## config.mk

```make
export PLATFORM = sky130hd
export DESIGN_NAME = cam_wr_sched
export DESIGN_NICKNAME = d
export VERILOG_FILES = /design/src/rtl/cam_pkg.sv /design/src/rtl/rr_arb4.sv /design/src/rtl/cam_wr_sched.sv
export SDC_FILE = /design/constraint.sdc
export NUM_CORES = 1
export LEC_CHECK = 0
export BUFFER_PORTS_ARGS = -buffer_cell sky130_fd_sc_hd__clkbuf_2
export CORE_MARGIN = 5
export CORE_UTILIZATION = 60
export DETAILED_ROUTE_END_ITERATION = 8
export PLACE_DENSITY = 0.8
export SYNTH_ARGS = -nofsm -noshare
export SYNTH_HDL_FRONTEND = slang
export SYNTH_SLANG_ARGS = --single-unit
```

## constraint.sdc

```tcl
create_clock -name sys_clk -period 8.1 [get_ports sys_clk]
set_clock_uncertainty 0.05 [all_clocks]
set_input_delay 0.405 -clock sys_clk [delete_from_list [all_inputs] [get_ports sys_clk]]
set_output_delay 0.405 -clock sys_clk [all_outputs]
set_load 0.05 [all_outputs]
```

## src/rtl/cam_pkg.sv

```systemverilog
// Shared types and defaults for the quad-camera DDR write scheduler.
package cam_pkg;
  localparam int CH_NUM        = 4;
  localparam int BURST_LEN_D   = 64;
  localparam int FRAME_WORDS_D = 518400;

  typedef enum logic [1:0] {IDLE, ARB, CMD, XFER} sched_state_t;
endpackage

```

## src/rtl/rr_arb4.sv

```systemverilog
// Combinational 4-way round-robin arbiter; priority starts one past the last grant.
module rr_arb4 (
  input  logic [3:0] req,
  input  logic [1:0] last,
  output logic [1:0] gnt,
  output logic       any
);
  logic [1:0] idx;

  always_comb begin
    gnt = last;
    idx = last;
    any = |req;
    // Walk from lowest to highest priority so the closest requester wins.
    for (int i = 3; i >= 0; i--) begin
      idx = last + 2'(i + 1);
      if (req[idx]) gnt = idx;
    end
  end
endmodule

```

## src/rtl/cam_wr_sched.sv

```systemverilog
// Round-robin DDR write scheduler for four camera FIFOs with per-channel frame addressing.
module cam_wr_sched
  import cam_pkg::*;
#(
  parameter int BURST_LEN    = BURST_LEN_D,
  parameter int CNT_W        = 10,
  parameter int ADDR_W       = 28,
  parameter int FRAME_WORDS  = FRAME_WORDS_D,
  parameter int FRAME_STRIDE = 524288
) (
  input  logic                    sys_clk,
  input  logic                    sys_rst_n,
  input  logic [CH_NUM-1:0]       ch_vs,
  input  logic [CH_NUM*CNT_W-1:0] ch_fifo_cnt,
  input  logic                    cmd_ready,
  input  logic                    wr_data_req,
  input  logic                    wr_done,
  output logic                    cmd_valid,
  output logic [ADDR_W-1:0]       cmd_addr,
  output logic [7:0]              cmd_len,
  output logic [1:0]              grant_ch,
  output logic [CH_NUM-1:0]       fifo_rd_en,
  output logic                    busy
);
  sched_state_t state;

  logic [CH_NUM-1:0][CNT_W-1:0]  cnt;
  logic [CH_NUM-1:0][ADDR_W-1:0] offset;
  logic [CH_NUM-1:0] vs_q, rise, fall, flush, pend, req, own, done_own;
  logic [1:0]        last_grant, arb_gnt;
  logic              arb_any;
  logic [ADDR_W-1:0] sel_cnt, room, len_w, sum_off, next_off, base;

  assign cnt  = ch_fifo_cnt;
  assign rise = ch_vs & ~vs_q;
  assign fall = ~ch_vs & vs_q;

  rr_arb4 u_arb (.req(req), .last(last_grant), .gnt(arb_gnt), .any(arb_any));

  always_comb begin
    for (int c = 0; c < CH_NUM; c++) begin
      req[c] = (cnt[c] >= CNT_W'(BURST_LEN)) || (flush[c] && cnt[c] != '0);
      // A channel owns the port from the ARB cycle that picks it until wr_done.
      own[c] = (((state == CMD) || (state == XFER)) && grant_ch == 2'(c)) ||
               ((state == ARB) && arb_any && arb_gnt == 2'(c));
      done_own[c] = (state == XFER) && wr_done && grant_ch == 2'(c);
    end
  end

  always_comb begin
    sel_cnt = ADDR_W'(cnt[arb_gnt]);
    room    = ADDR_W'(FRAME_WORDS) - offset[arb_gnt];
    len_w   = sel_cnt;
    if (len_w > ADDR_W'(BURST_LEN)) len_w = ADDR_W'(BURST_LEN);
    if (len_w > room)               len_w = room;
    base     = ADDR_W'(FRAME_STRIDE) * ADDR_W'(arb_gnt);
    sum_off  = offset[grant_ch] + ADDR_W'(cmd_len);
    next_off = (sum_off >= ADDR_W'(FRAME_WORDS)) ? '0 : sum_off;
  end

  always_comb begin
    fifo_rd_en = '0;
    if (state == XFER) fifo_rd_en[grant_ch] = wr_data_req;
  end

  // Per-channel edge, flush, pending-clear and offset tracking.
  always_ff @(posedge sys_clk or negedge sys_rst_n) begin
    if (!sys_rst_n) begin
      vs_q   <= '0;
      flush  <= '0;
      pend   <= '0;
      offset <= '0;
    end else begin
      vs_q <= ch_vs;
      for (int c = 0; c < CH_NUM; c++) begin
        if (fall[c])                             flush[c] <= 1'b1;
        else if (state == ARB && cnt[c] == '0)   flush[c] <= 1'b0;
        if (done_own[c]) begin
          offset[c] <= (pend[c] || rise[c]) ? '0 : next_off;
          pend[c]   <= 1'b0;
        end else if (rise[c]) begin
          if (own[c]) pend[c]   <= 1'b1;
          else        offset[c] <= '0;
        end
      end
    end
  end

  always_ff @(posedge sys_clk or negedge sys_rst_n) begin
    if (!sys_rst_n) begin
      state      <= IDLE;
      cmd_valid  <= 1'b0;
      cmd_addr   <= '0;
      cmd_len    <= '0;
      grant_ch   <= '0;
      last_grant <= 2'd3;
      busy       <= 1'b0;
    end else begin
      case (state)
        IDLE: if (|req) begin
          state <= ARB;
          busy  <= 1'b1;
        end
        ARB: if (arb_any) begin
          grant_ch  <= arb_gnt;
          cmd_addr  <= base + offset[arb_gnt];
          cmd_len   <= len_w[7:0];
          cmd_valid <= 1'b1;
          state     <= CMD;
        end else begin
          state <= IDLE;
          busy  <= 1'b0;
        end
        CMD: if (cmd_ready) begin
          cmd_valid <= 1'b0;
          state     <= XFER;
        end
        XFER: if (wr_done) begin
          last_grant <= grant_ch;
          state      <= ARB;
        end
        default: state <= IDLE;
      endcase
    end
  end
endmodule
```

==> results by group, run 1 <==
Synthesis
  • Synth Area per Inst: 9.48 µm²
  • Number of enable-type register cells in the synthesized netlist: 0
  • Primary flip-flop cell chosen by synthesis mapping: dfrtp_1
  • Leading post-synthesis cells by cell area: dfrtp_1, o21ai_0, mux4_2
  • Share of the synthesized area in the top cell type: 39.3%
  • Dominant cell type by area after synthesis: dfrtp_1
  • Share of synthesized area occupied by flip-flops and latches: 39.8%
  • Synth warn: 0
  • Number of synthesized register bits: 168
  • Yosys cell types: 88
  • Async set or reset register ratio after synthesis: 100%
  • Post-synth design cell area: 0.0106 mm²
  • Instance count of the mapped netlist: 1,115

GRT
  • Global Route met2 Usage: 48.4%
  • Antenna violations before repair: 0
  • Met3 capacity usage during global routing: 6.83%
  • Total GRT Usage: 31.3%
  • Busiest layer in global routing: met2
  • GRT overflow: 0
  • Global-route wire length before repair: 50.6 mm
  • Global-route met1 utilization: 44.3%
  • Via count of the first global-routing pass: 9,516
  • Largest net degree at the start of global routing: 91

Cells and area
  • Non-filler cells in the finished layout: 1,419
  • Number of inserted filler cells in the final layout: 1,348
  • Cell area after layout: 0.0118 mm²
  • Register cell area after layout: 0.00421 mm²
  • Most common cell after layout, fill and taps aside: dfrtp_1
  • Area Growth Syn to Fin: 11.3%
  • Commonest cells after routing, fill and taps aside: dfrtp_1, nand2_1, o21ai_0
  • # nets final: 1,257
  • Fraction of final layout cells sized beyond drive strength 1: 18.6%
  • Antenna diode count: 0
  • Area of the multi-input gates: 0.00596 mm²

Setup path
  • Maximum fanout encountered on the critical timing path: 24
  • Endpoint of the worst register-to-register path: offset[86]
  • Data required time at the worst endpoint: 8.33 ns
  • Worst Path Class, Setup: in2reg
  • Type of element launching the critical path: input pin
  • Endpoint kind of the worst setup timing path: register
  • Worst setup slack for register-to-register paths: 1.90 ns
  • Start point of the critical path: ch_fifo_cnt[1]
  • Crit path max-delay cell type: and2_1
  • Worst r2r path cells: 16
  • Worst EP arrival: 6.47 ns
  • Worst r2r src: grant_ch[1]
  • Largest stage delay on the critical path: 0.57 ns

Worst hold path
  • Hold Path Class: in2async

Clocking
  • Number of setup buffers added after CTS: 0
  • Cell at the root of the clock tree: clkbuf_16
  • Clock tree from TritonCTS: done
  • Clock insertion delay at the later pin of the skew report: 0.44 ns
  • Number of buffers inserted by hold repair at cts: 0
  • Number of buffers inserted during clock tree synthesis: 17
  • Worst-path clk slew: 0.07 ns
  • CTS Sinks: 168
  • Number of gates resized after cts: 0
  • H-tree levels: 4
  • Buffer levels on the longest clock path: 2

Routing
  • DRC: 0
  • Drt first-iter violations: 1,086
  • Routed via count: 9,699
  • Final wirelength: 31.1 mm
  • DR pass1 iterations: 6
  • Per-cell via count in the routed design: 6.84
  • Count of nets left with antenna violations after detail routing: 0
  • Routed wirelength normalized by instance count: 21.9 µm

Floorplanning
  • Die W: 143 µm
  • Number of standard-cell rows in the floorplan: 48
  • Area inside the core boundary: 0.0173 mm²
  • Effective utilization at floorplan: 61.1%
  • Number of placed I/O pins: 93
  • Y dimension of the die: 143 µm
  • Area enclosed by the die boundary: 0.0204 mm²

Outcome
  • Result of the run: complete, but fails checks
  • Violations in the final reports: negative hold slack

Power and ir drop
  • Internal power component: 2.18 mW
  • Leakage power figure: 5.10 nW
  • Part of the total power dissipated in combinational logic: 57.8%
  • Max VDD drop: 0.000273 V
  • Clock Power Share: 18.8%
  • Fraction of power spent switching nets: 49.9%
  • Relative contribution of sequential cells to total power: 23.4%
  • Power density relative to cell area: 370 mW/mm²
  • Switching component of the power: 2.17 mW

Timing
  • Final Hold Slack: -0.0344 ns
  • Top achievable clock speed: 160 MHz
  • RSZ-0062 raised after global routing: false
  • Slew of the pin with the lowest slew margin: 1.21 ns
  • Min Tclk post-route: 6.24 ns
  • Tcrit/Tclk final: 77.0%
  • Number of failing hold endpoints at the final stage: 10
  • Setup total negative slack: 0 ns
  • Final number of setup-violating endpoints: 0
  • Final Max Slew Viols: 0
  • Remaining max-slew budget at the tightest pin: 19.0%

Placement
  • # port buffers: 92
  • Instance area at placement: 0.0112 mm²
  • Routability-driven placement congestion ratio: 0.959
  • Total half-perimeter wirelength after legalization and detailed placement: 21.2 mm
  • Post-Place Cells: 1,387

Run
  • Max-Cap Viols: 0
==> cells in the mapped netlist, types with 5 or more instances <==
library cell	count
buf_6	10
buf_2	8
a32o_1	9
dfrtp_1	166
o21ai_0	126
nand3_1	45
a21oi_1	24
xnor2_1	21
o21ai_1	5
a31oi_1	13
o31ai_1	5
mux2i_1	9
nor2_1	68
xor2_1	13
or3_1	8
nand2b_1	10
a22o_1	41
and3_1	6
o211ai_1	7
mux4_2	28
a21o_1	8
a32oi_1	34
mux2_2	5
buf_4	6
inv_1	30
clkbuf_1	38
nor3_1	19
nand2_1	154
nor4_1	17
nand4_1	5
ha_1	25
nor2b_1	5
and2_1	45
==> state kept, by name (all words and copies together) (netlist names) <==
signal and count:
vs_q 4, cmd_addr 28, cmd_valid 1, grant_ch 2, busy 1, offset 112, flush 4, pend 4
cmd_len 8, last_grant 2, state 2
==> through the flow <==
step           power, mW  hold WS [ns]  util [%]  worst slack (ns)
6_report            4.35       -0.0344      68.0              1.86
5_1_grt             4.60        0.0426      68.0              1.43
4_1_cts             4.30        0.0212      68.0              2.01
3_5_place_dp        3.47         0.412      64.6              1.57
3_3_place_gp        3.45         0.408      64.6              1.74
2_1_floorplan       2.85        0.0594         -              1.42
==> cell families (layout without fill, tap and decap cells) <==
kind of cell | Yosys count | after routing | synth area share (%)
AO/OA/AOI/OAI | 332 | 332 | 22.6
XOR/XNOR | 34 | 34 | 2.82
adder cells (fa/ha/maj) | 27 | 27 | 3.34
buffers and inverters | 98 | 175 | 4.50
flip-flops | 168 | 168 | 39.8
multiplexers | 43 | 43 | 7.50
other | 1 | 3 | 0.0355
AND/OR/NAND/NOR | 412 | 412 | 19.4
==> worst max-delay path, delay by kind of cell <==
| family | cells | cell delay, ns |
|---|---|---|
| buffers and inverters | 3 | 0.82 |
| adders and majority gates | 1 | 0.19 |
| and+or+nand+nor | 10 | 2.45 |
| AOI/OAI and AO/OA | 11 | 2.60 |
==> final cells by class <==
type / instances / share of cell area, %
well taps: 225 / 2.39
multi-input cells: 851 / 50.7
inverters: 33 / 1.05
repair buffers: 110 / 5.12
flip-flops and latches: 168 / 35.8
clock inverters: 10 / 1.02
clock buffers: 22 / 3.95
==> power groups by stage <==
stage	sequential, mW	clock (mW)	combinational, mW
after floorplan	1.23	0	1.63
after global placement	1.03	0	2.42
after detailed placement	1.03	0	2.44
after CTS	1.02	0.820	2.46
after global routing	1.03	0.860	2.71
final	1.02	0.817	2.51
==> routing by layer <==
metal  wire [µm]  share of wire [%]
met5           0                  0
met4         840                2.7
met3        3110                 10
met2       14100                 45
met1       13000                 42
==> how the worst max path moves through the flow <==
stage,endpoint,slack (ns),depth (start not counted)
2_1_floorplan,offset[46],1.42,19
3_3_place_gp,cmd_len[0],1.74,23
3_5_place_dp,cmd_len[0],1.57,25
4_1_cts,offset[72],2.01,16
5_1_grt,offset[72],1.43,16
6_report,cmd_len[0],1.86,25
Power figures use the tool's default switching activity.
==> run 2: changes to the inputs <==
ABC_AREA = 1   (was not set)
clock period = 6.2 ns   (was 8.1 ns; I/O delays follow)
==> results by group, run 2 <==
GRT
  • Largest net degree at the start of global routing: 97 (was 91)
  • GRT overflow: 0 (unchanged)
  • Global-route wire length before repair: 52.6 mm (was 50.6 mm)
  • Antenna violations before repair: 0 (unchanged)
  • Via count of the first global-routing pass: 10,200 (was 9,516)
  • Total GRT Usage: 30.4% (was 31.3%)

Placement
  • Routability-driven placement congestion ratio: 0.929 (was 0.959)
  • Post-Place Cells: 1,814 (was 1,387)
  • Instance area at placement: 0.0117 mm² (was 0.0112 mm²)
  • # port buffers: 92 (unchanged)
  • Total half-perimeter wirelength after legalization and detailed placement: 23.2 mm (was 21.2 mm)
  • Setup slack at placement: 0.758 ns (was 1.57 ns)

Setup path
  • Type of element launching the critical path: register (was input pin)
  • Worst setup slack for register-to-register paths: 0.65 ns (was 1.90 ns)
  • Worst Path Class, Setup: reg2reg (was in2reg)
  • Worst r2r path cells: 36 (was 16)
  • Largest stage delay on the critical path: 0.70 ns (was 0.57 ns)
  • Maximum fanout encountered on the critical timing path: 27 (was 24)
  • Endpoint kind of the worst setup timing path: register (unchanged)
  • Worst EP arrival: 5.87 ns (was 6.47 ns)
  • Crit path max-delay cell type: dfstp_2 (was and2_1)
  • Cell type with the highest occurrence count on the critical path: nand2_1
  • Data required time at the worst endpoint: 6.52 ns (was 8.33 ns)

Routing
  • Drt first-iter violations: 1,195 (was 1,086)
  • Routed via count: 10,800 (was 9,699)
  • Count of nets left with antenna violations after detail routing: 0 (unchanged)
  • Final wirelength: 32.6 mm (was 31.1 mm)
  • Routed wirelength normalized by instance count: 17.6 µm (was 21.9 µm)
  • DRC: 0 (unchanged)
  • DR pass1 iterations: 8 (was 6)
  • Per-cell via count in the routed design: 5.82 (was 6.84)

Timing
  • Setup total negative slack: 0 ns (unchanged)
  • RSZ-0062 raised after global routing: false (unchanged)
  • Final Max Slew Viols: 0 (unchanged)
  • Post-route worst setup slack: 0.650 ns (was 1.86 ns)
  • Min Tclk post-route: 5.55 ns
  • Top achievable clock speed: 180 MHz
  • Slew of the pin with the lowest slew margin: 0.963 ns (was 1.21 ns)
  • Number of failing hold endpoints at the final stage: 0 (was 10)
  • Tcrit/Tclk final: 89.5%
  • Final Hold Slack: 0.161 ns (was -0.0344 ns)
  • Final number of setup-violating endpoints: 0 (unchanged)
  • Remaining max-slew budget at the tightest pin: 35.6% (was 19.0%)

Clocking
  • H-tree levels: 4 (unchanged)
  • Worst-path clk slew: 0.07 ns (about the same)
  • Buffer levels on the longest clock path: 2 (unchanged)
  • Clock insertion delay at the later pin of the skew report: 0.43 ns (was 0.44 ns)
  • CTS Sinks: 168 (unchanged)
  • Cell at the root of the clock tree: clkbuf_16 (unchanged)
  • Number of buffers inserted during clock tree synthesis: 17 (unchanged)
  • Clock tree from TritonCTS: done (unchanged)
  • Number of gates resized after cts: 0 (unchanged)

Synthesis
  • Synth warn: 0 (unchanged)
  • Share of the synthesized area in the top cell type: 37.3% (was 39.3%)
  • Share of synthesized area occupied by flip-flops and latches: 37.8% (was 39.8%)
  • Synth Area per Inst: 7.30 µm² (was 9.48 µm²)
  • Yosys cell types: 56 (was 88)
  • Post-synth design cell area: 0.0111 mm² (was 0.0106 mm²)
  • Most repeated cell in the gate-level netlist after synthesis: nand2_1 (was dfrtp_1)
  • Most frequent cells after synthesis: nand2_1, dfrtp_1, inv_1 (was dfrtp_1, nand2_1, o21ai_0)
  • Leading post-synthesis cells by cell area: dfrtp_1, nand2_1, inv_1 (was dfrtp_1, o21ai_0, mux4_2)
  • Primary flip-flop cell chosen by synthesis mapping: dfrtp_1 (unchanged)
  • Number of enable-type register cells in the synthesized netlist: 0 (unchanged)
  • Instance count of the mapped netlist: 1,525 (was 1,115)
  • Async set or reset register ratio after synthesis: 100% (unchanged)
  • Number of synthesized register bits: 168 (unchanged)
  • Dominant cell type by area after synthesis: dfrtp_1 (unchanged)

Cells and area
  • Cell area after layout: 0.0123 mm² (was 0.0118 mm²)
  • Non-filler cells in the finished layout: 1,851 (was 1,419)
  • Util after Layout: 68.3% (was 68.0%)
  • # nets final: 1,685 (was 1,257)
  • Most common cell after layout, fill and taps aside: nand2_1 (was dfrtp_1)
  • Antenna diode count: 0 (unchanged)
  • Area Growth Syn to Fin: 11.0% (was 11.3%)
  • Biggest regs: offset (112), cmd_addr (28), cmd_len (8) (unchanged)
  • Number of inserted filler cells in the final layout: 1,607 (was 1,348)
  • Fraction of final layout cells sized beyond drive strength 1: 16.0% (was 18.6%)
  • Largest register FFs: 112 (unchanged)
  • Commonest cells after routing, fill and taps aside: nand2_1, dfrtp_1, inv_1 (was dfrtp_1, nand2_1, o21ai_0)
  • Register with the most flip-flops: offset (unchanged)

Floorplanning
  • Number of placed I/O pins: 93 (unchanged)
  • Effective utilization at floorplan: 61.5% (was 61.1%)
  • Area enclosed by the die boundary: 0.0214 mm² (was 0.0204 mm²)
  • Die W: 146 µm (was 143 µm)
  • Area inside the core boundary: 0.0181 mm² (was 0.0173 mm²)
  • Y dimension of the die: 146 µm (was 143 µm)
  • Number of standard-cell rows in the floorplan: 49 (was 48)

Power and ir drop
  • Relative contribution of sequential cells to total power: 26.6% (was 23.4%)
  • Clock Power Share: 22.7% (was 18.8%)
  • Max VDD drop: 0.000331 V (was 0.000273 V)
  • Power density relative to cell area: 390 mW/mm² (was 370 mW/mm²)
  • Part of the total power dissipated in combinational logic: 50.7% (was 57.8%)
  • Fraction of power spent switching nets: 50.0% (was 49.9%)
  • Internal power component: 2.40 mW (was 2.18 mW)
  • Switching component of the power: 2.41 mW (was 2.17 mW)
  • Total Power Consumption: 4.81 mW (was 4.35 mW)
  • Leakage power figure: 6.04 nW (was 5.10 nW)

Worst hold path
  • Hold Path Class: in2reg (was in2async)
  • Count of cells along the worst hold path: 5

Outcome
  • Result of the run: finished, final reports clean (was complete, but fails checks)

Run
  • Max-Cap Viols: 0 (unchanged)
[run 2: cell count changes in the layout (fill, tap and decap cells not counted), sizes merged, moves of 38 or more]
cell   previous run  this run
nand2           155       489
inv              34       176
nor2             69       173
nand3            46       116
and2             45         3
a32oi            38         0
[run 2: cells by family (layout without fill, tap and decap cells)]
group,after synthesis,count (layout),share of synthesized area [%]
AO/OA/AOI/OAI,249,249,13.5
XOR/XNOR,35,35,2.76
adder cells (fa/ha/maj),27,27,3.17
buffers and inverters,225,320,8.79
flip-flops,168,168,37.8
other,1,3,0.0337
AND/OR/NAND/NOR,820,820,33.9
[run 2: final timing paths]
check                          startpoint            to
min reg2reg                  cmd_addr[19]  cmd_addr[19]
max reg2reg                 last_grant[0]    cmd_len[0]
min in group asynchronous       sys_rst_n  cmd_addr[20]
max                         last_grant[0]    cmd_len[0]
min                        ch_fifo_cnt[7]      flush[0]
max in group asynchronous       sys_rst_n    offset[94]
[run 2: cell type report]
cell class              instances  area, µm²  share of cell area, %
flip-flops and latches        168       4210                   34.1
clock buffers                  19        443                   3.59
inverters                     174        662                   5.36
repair buffers                114        644                   5.22
multi-input cells            1134       5950                   48.2
well taps                     229        287                   2.32
clock inverters                13        156                   1.27
[run 2: power groups by stage]
stage	registers (mW)	logic, mW	clock network [mW]
final	1.28	2.44	1.09
after global routing	1.29	2.63	1.15
after CTS	1.28	2.39	1.10
after detailed placement	1.30	2.38	0
after global placement	1.29	2.36	0
after floorplan	1.43	1.68	0
[run 2: worst max-delay path: cells and delay by family (launching register included)]
kind,cells,cell delay [ns]
fa+ha+maj,1,0.12
compound gates,6,1.26
buf+inv,6,0.63
simple gates,23,2.68
flops,1,0.70
[run 2: timing repair]
item	in CTS	in global routing
setup buffers	0	0
hold endpoints to repair	99	0
setup endpoints to repair	0	0
hold buffers	5	0
[run 2: routing by layer]
layer  vias to the layer above  GRT usage, %  share of wire [%]  wire length (µm)
met4                         0          10.7                2.6               846
met5                         -             0                  0                 0
met1                      5065          40.5                 42             13600
met2                       509          48.5                 46             15100
li1                       5130             -                  -                 -
met3                        73          7.47                9.3              3050
